$ cat config.mk
export PLATFORM = sky130hd
export DESIGN_NAME = multicycle_control_fsm
export DESIGN_NICKNAME = d
export VERILOG_FILES = /design/src/rtl/multicycle_control_fsm.sv
export SDC_FILE = /design/constraint.sdc
export NUM_CORES = 1
export LEC_CHECK = 0
export ABC_AREA = 0
export CORE_ASPECT_RATIO = 1.1
export CORE_UTILIZATION = 42
export DETAILED_ROUTE_END_ITERATION = 12
export GPL_ROUTABILITY_DRIVEN = 0
export PLACE_DENSITY = 0.78
export RECOVER_POWER = 100
export SLEW_MARGIN = 20
export SYNTH_ARGS = -nofsm -noshare
export SYNTH_HDL_FRONTEND = slang
export SYNTH_SLANG_ARGS = --single-unit
$ cat constraint.sdc
create_clock -name clk -period 1.9 [get_ports clk]
set_input_delay 0.57 -clock clk [delete_from_list [all_inputs] [get_ports clk]]
set_output_delay 0.57 -clock clk [all_outputs]
set_load 0.05 [all_outputs]
$ cat src/rtl/multicycle_control_fsm.sv
// Multi-cycle RV32I sequencing controller: steps each instruction through
// FETCH/DECODE/EXEC/MEM/WB and decodes every datapath enable and mux select.
module multicycle_control_fsm (
    input  logic       clk,
    input  logic       reset,
    input  logic [6:0] opcode,
    input  logic       mem_ready,
    output logic       pc_write,
    output logic       pc_write_cond,
    output logic [1:0] pc_src,
    output logic       ir_write,
    output logic       mem_read,
    output logic       mem_write,
    output logic       reg_write,
    output logic [1:0] alu_src_a,
    output logic [1:0] alu_src_b,
    output logic [1:0] alu_op,
    output logic [1:0] wb_sel,
    output logic       illegal_op,
    output logic [3:0] state_o
);

    typedef enum logic [3:0] {
        S_IDLE   = 4'd0,
        S_FETCH  = 4'd1,
        S_DECODE = 4'd2,
        S_EXEC   = 4'd3,
        S_MEM    = 4'd4,
        S_WB     = 4'd5,
        S_TRAP   = 4'd6
    } state_t;

    localparam logic [6:0] OP_R      = 7'b0110011;
    localparam logic [6:0] OP_I      = 7'b0010011;
    localparam logic [6:0] OP_LOAD   = 7'b0000011;
    localparam logic [6:0] OP_STORE  = 7'b0100011;
    localparam logic [6:0] OP_BRANCH = 7'b1100011;
    localparam logic [6:0] OP_JAL    = 7'b1101111;
    localparam logic [6:0] OP_JALR   = 7'b1100111;
    localparam logic [6:0] OP_LUI    = 7'b0110111;
    localparam logic [6:0] OP_AUIPC  = 7'b0010111;

    state_t     state;
    logic [6:0] op_q;

    function automatic logic is_legal(input logic [6:0] op);
        case (op)
            OP_R, OP_I, OP_LOAD, OP_STORE, OP_BRANCH,
            OP_JAL, OP_JALR, OP_LUI, OP_AUIPC: is_legal = 1'b1;
            default:                           is_legal = 1'b0;
        endcase
    endfunction

    // NOTE: sequential state uses non-blocking assignments so every register
    // samples pre-edge values, independent of statement order.
    always_ff @(posedge clk) begin
        if (reset) begin
            state <= S_IDLE;
            op_q  <= '0;
        end else begin
            case (state)
                S_IDLE:   state <= S_FETCH;
                S_FETCH:  if (mem_ready) state <= S_DECODE;
                S_DECODE: begin
                    op_q  <= opcode;
                    state <= is_legal(opcode) ? S_EXEC : S_TRAP;
                end
                S_EXEC: begin
                    case (op_q)
                        OP_LOAD, OP_STORE: state <= S_MEM;
                        OP_BRANCH:         state <= S_FETCH;
                        default:           state <= S_WB;
                    endcase
                end
                S_MEM:    if (mem_ready) state <= (op_q == OP_LOAD) ? S_WB : S_FETCH;
                S_WB:     state <= S_FETCH;
                S_TRAP:   state <= S_TRAP;
                default:  state <= S_IDLE;
            endcase
        end
    end

    // Outputs are decoded combinationally: FETCH must raise ir_write/pc_write
    // in the very cycle memory reports ready, so a registered copy would lag.
    always_comb begin
        // NOTE: every output gets a default before the case so no path
        // leaves a value unassigned, which would infer a latch.
        pc_write      = 1'b0;
        pc_write_cond = 1'b0;
        pc_src        = 2'b00;
        ir_write      = 1'b0;
        mem_read      = 1'b0;
        mem_write     = 1'b0;
        reg_write     = 1'b0;
        alu_src_a     = 2'b00;
        alu_src_b     = 2'b00;
        alu_op        = 2'b00;
        wb_sel        = 2'b00;
        illegal_op    = 1'b0;

        case (state)
            S_FETCH: begin
                mem_read = 1'b1;
                if (mem_ready) begin
                    ir_write  = 1'b1;
                    pc_write  = 1'b1;
                    alu_src_b = 2'b01;
                end
            end
            S_DECODE: begin
                alu_src_a = 2'b11;
                alu_src_b = 2'b10;
            end
            S_EXEC: begin
                case (op_q)
                    OP_R:      begin alu_src_a = 2'b01; alu_op = 2'b10; end
                    OP_I:      begin alu_src_a = 2'b01; alu_src_b = 2'b10; alu_op = 2'b10; end
                    OP_LOAD,
                    OP_STORE:  begin alu_src_a = 2'b01; alu_src_b = 2'b10; end
                    OP_BRANCH: begin
                        alu_src_a     = 2'b01;
                        alu_op        = 2'b01;
                        pc_write_cond = 1'b1;
                        pc_src        = 2'b01;
                    end
                    OP_JAL:    begin pc_write = 1'b1; pc_src = 2'b01; end
                    OP_JALR:   begin alu_src_a = 2'b01; alu_src_b = 2'b10; pc_write = 1'b1; end
                    OP_LUI:    begin alu_src_a = 2'b10; alu_src_b = 2'b10; end
                    OP_AUIPC:  begin alu_src_a = 2'b11; alu_src_b = 2'b10; end
                    default:   ;
                endcase
            end
            S_MEM: begin
                mem_read  = (op_q == OP_LOAD);
                mem_write = (op_q == OP_STORE);
            end
            S_WB: begin
                reg_write = 1'b1;
                if (op_q == OP_LOAD)                          wb_sel = 2'b01;
                else if (op_q == OP_JAL || op_q == OP_JALR)   wb_sel = 2'b10;
            end
            S_TRAP:  illegal_op = 1'b1;
            default: ;
        endcase
    end

    assign state_o = state;

endmodule

==> results of run 1 <==
## per-stage QoR
stage	cells	util	hold slack, ns
2_1_floorplan	106	-	0.491
3_5_place_dp	155	0.847	0.558
3_3_place_gp	155	0.847	0.544
## cell usage after synthesis (all sizes together)
master	number
a21oi	16
nand2	13
dfxtp	10
o21ai	9
buf	8
nor2	8
nand2b	5
inv	3
nor3	3
clkbuf	2
nand3b	2
nor2b	2
nor4	2
o211ai	2
or2	2
a211o	1
a211oi	1
a21boi	1
a21o	1
a22oi	1
a311o	1
a31oi	1
and2	1
and2b	1
and3b	1
conb	1
nand3	1
nand4	1
nand4b	1
nand4bb	1
nor3b	1
or3	1
xor2	1
## logic make-up after synthesis
kind of cell / Yosys count
flip-flops: 10
buffers and inverters: 13
AO/OA/AOI/OAI: 34
XOR/XNOR: 1
AND/OR/NAND/NOR: 46
other: 1
==> qor.csv, run 1 <==
stage,metric,value,unit
synth,Post-Synth Adder-Cell Area,0,
synth,Synth area leader,dfxtp_1,
run_status,Failed at,clock tree synthesis,
synth,Synth top area share,0.264,
place,# port buffers,28,
synth,largest family of logic cells by synthesized area,simple AND/OR/NAND/NOR gates,
synth,"FF+latch count, synth",10,
clock_network,CTS HTree Levels,1,
run_status,stop err,[ERROR DPL-0033] detailed placement checks failed during check placement.,
place,Placed Area,1380,µm²
synth,Post-Syn Area per Cell,7.23,µm²
synth,Synth Area in XOR/XNOR,0.0115,
run_status,outcome,did not finish,
synth,Synth Area in Compound Gates,0.264,
clock_network,post-cts resize count,27,
synth,synth warn,0,
place,hpwl dp,1.73,mm
clock_network,Setup Buffers After CTS,9,
clock_network,TritonCTS Sinks,10,
place,pre-CTS WS,-0.209,ns
floorplanning,Die Y,46.6,µm
floorplanning,std cell rows,15,
clock_network,hold_buf cts,0,
synth,largest cells by area after synthesis,"dfxtp_1, a21oi_1, nand2_1",
synth,sequential area share after synthesis,0.264,
floorplanning,initial core utilization,0.465,
synth,mux cell area share after synthesis,0,
synth,"Cell Area, Synth",759,µm²
floorplanning,Die X,42.5,µm
synth,Syn Inst Count,105,
synth,"Distinct cells, synth",37,
floorplanning,number of I/O pins,31,
clock_network,TritonCTS buffer count,3,
clock_network,clk root buf,clkbuf_4,
synth,simple-gate portion of the synthesized area,0.359,
clock_network,Max Root-Sink Buffers,2,
==> run 2: changes to the inputs <==
CORE_AREA = 2 2 63 65   (was default)
CORE_ASPECT_RATIO = default   (was 1.1)
CORE_UTILIZATION = default   (was 42)
DIE_AREA = 0 0 65 67   (was default)
PLACE_DENSITY = default   (was 0.78)
PLACE_DENSITY_LB_ADDON = 0.15   (was default)
==> run 2 against run 1 <==
The flow now finishes, with violations (setup timing). Area after synthesis stayed put. Synthesized cell count stayed put.
==> qor.csv, run 2 <==
stage,metric,value,unit,change
run_status,outcome,"finished, violations left",,was did not finish
run_status,failing checks,setup timing,,
worst_setup_path,Crit. End Element,output pin,,
global_route,Overflow after GRT,0,,
clock_network,clk root buf,clkbuf_8,,was clkbuf_4
final_layout,"commonest non-fill, non-tap cell in the layout",buf_4,,
worst_setup_path,CP arrival,1.52,ns,
detailed_routing,Via Count,921,,
worst_setup_path,startpoint types,register,,
synth,"count leader, synth",a21oi_1,,unchanged
final_layout,nets@finish,168,,
synth,Post-synth EDFFs,0,,unchanged
final_layout,"Core Util, Final",0.466,,
timing,Final WS setup,-0.186,ns,
floorplanning,std cell rows,22,,was 15
floorplanning,initial core utilization,0.211,,was 0.465
clock_network,TritonCTS Sinks,10,,unchanged
worst_setup_path,WS Path Type,reg2out,,
global_route,global-route wire length before repair,4.06,mm,
worst_setup_path,worst path required time,1.33,ns,
global_route,vias in the first global route,880,,
timing,clk_skew,0.00188,ns,
synth,Post-Syn Area per Cell,7.23,µm²,unchanged
synth,ys async rst share,0,,unchanged
floorplanning,core area,3610,µm²,
clock_network,CTS tree,yes,,
synth,top_reg_cell synth,dfxtp_1,,unchanged
clock_network,clock latency at the later pin of the worst-skew pair,0.24,ns,
final_layout,share of layout cells above drive strength 1,0.567,,
final_layout,number of diodes,0,,
synth,Synth top area share,0.264,,unchanged
clock_network,TritonCTS buffer count,3,,unchanged
synth,Synth area leader,dfxtp_1,,unchanged
clock_network,hold_buf cts,0,,unchanged
detailed_routing,Vias/cell,4.49,,
clock_network,Max Root-Sink Buffers,2,,unchanged
detailed_routing,wire per inst,11.5,µm,
place,hpwl dp,1.78,mm,was 1.73 mm
detailed_routing,post-route ant nets,0,,
worst_setup_path,Max Fanout on Critical Path,4,,
timing,Final min period,2.09,ns,
synth,Syn Inst Count,105,,unchanged
final_layout,"commonest non-fill, non-tap cells in the layout","buf_4, buf_12, a21oi_1, nand2_1",,
power,PwrDens,511,nW/µm²,
synth,synth warn,0,,unchanged
synth,"FF+latch count, synth",10,,unchanged
detailed_routing,drt first pass iters,4,,
timing,RSZ-0062 raised after global routing,yes,,
job,Max Cap Violations,0,,
min_path,Min-Delay Path Class,reg2reg,,
final_layout,Finished Cell Area,1680,µm²,
floorplanning,number of I/O pins,31,,unchanged
final_layout,Area Growth Syn to Fin,121,%,
detailed_routing,DRT iter0 DRCs,28,,
final_layout,Fill cells,352,,
timing,final hold slack,0.537,ns,
floorplanning,die area,4360,µm²,
synth,"Cell Area, Synth",759,µm²,unchanged
timing,Final Cycle Share,1.10,,
place,Placed Area,1470,µm²,was 1380 µm²
synth,most instantiated cells after synthesis,"a21oi_1, nand2_1, dfxtp_1",,unchanged
clock_network,CTS HTree Levels,1,,unchanged
final_layout,"non-filler cells, final",205,,
floorplanning,Die X,65,µm,was 42.5 µm
timing,Max Clock Freq,0.479,GHz,
floorplanning,Die Y,67,µm,was 46.6 µm
synth,sequential area share after synthesis,0.264,,unchanged
timing,max-slew violation count,0,,
place,placed cells,192,,was 155
power,Pleak,0.647,nW,
detailed_routing,# DRC,0,,
final_layout,Largest Register,op_q,,
synth,"Distinct cells, synth",37,,unchanged
worst_setup_path,worst reg2reg setup slack,0.28,ns,
synth,largest cells by area after synthesis,"dfxtp_1, a21oi_1, nand2_1",,unchanged
global_route,initial antenna violation count,0,,
power,VDD IR max,0.000261,V,
global_route,Total GRT Usage,0.120,,
final_layout,max FFs per register,7,,
global_route,largest net degree at the start of global routing,16,,
detailed_routing,DRT Wirelength,2.35,mm,
timing,final setup vio count,14,,
timing,final hold vios,0,,
place,# port buffers,28,,unchanged
clock_network,clk slew on worst S/H paths,0.05,ns,
run 2: layout make-up:
class / count / area (µm²) / area share
Multi-Input combinational cell: 83 / 643 / 0.382
Tap cell: 48 / 60.1 / 0.0357
Inverter: 3 / 15.0 / 0.00893
Timing Repair Buffer: 57 / 682 / 0.406
Sequential cell: 10 / 226 / 0.135
Clock buffer: 4 / 55.1 / 0.0327
run 2: final timing paths:
path                   start   endpoint  cells past startpoint
setup / recovery     op_q[3]  wb_sel[0]                      4
hold / removal       op_q[4]    op_q[4]                      2
setup reg to reg  state_o[1]    op_q[6]                      5
hold reg to reg      op_q[4]    op_q[4]                      2
run 2: routing by layer:
| metal | part of all wire | track usage | up-vias |
|---|---|---|---|
| li1 | - | - | 470 |
| met3 | 0.040 | 0.0186 | 6 |
| met4 | 0.020 | 0.0691 | 0 |
| met5 | 0 | 0 | - |
| met1 | 0.43 | 0.145 | 422 |
| met2 | 0.51 | 0.202 | 23 |
run 2: logic make-up (layout without fill, tap and decap cells):
kind of cell	after synthesis	count (layout)	synth area share
flops	10	10	0.264
xor+xnor	1	1	0.0115
simple gates	46	46	0.359
compound gates	34	34	0.264
other cells	1	2	0.00494
buf+inv	13	64	0.0972
run 2: worst max-delay path: stages (launching register included):
cell,delay [ns]
dfxtp_2,0.31
nand4bb_4,0.24
or3_4,0.39
nor3_4,0.17
buf_12,0.16
run 2: timing repair:
action	4_1_cts	5_1_grt
gates resized for setup	27	5
endpoints found under the setup margin	14	14
pin swaps	12	3
setup buffers	8	2
run 2: metrics by stage:
step / setup slack [ns] / setup TNS, ns / total power, mW
after floorplan: -0.259 / -1.00 / 0.426
after global placement: -0.211 / -0.568 / 0.564
after detailed placement: -0.229 / -0.702 / 0.566
after CTS: -0.203 / -1.34 / 0.867
after global routing: -0.247 / -2.40 / 0.903
final: -0.186 / -1.43 / 0.859
run 2: where the power goes:
| part | total [mW] | internal [mW] | switching, mW | leakage (nW) |
|---|---|---|---|---|
| registers | 0.242 | 0.220 | 0.0228 | 0.0871 |
| logic | 0.346 | 0.166 | 0.180 | 0.531 |
| clock network | 0.270 | 0.182 | 0.0875 | 0.0288 |
| total | 0.859 | 0.568 | 0.290 | 0.647 |
Note: power is estimated with default switching activity, not from simulation.
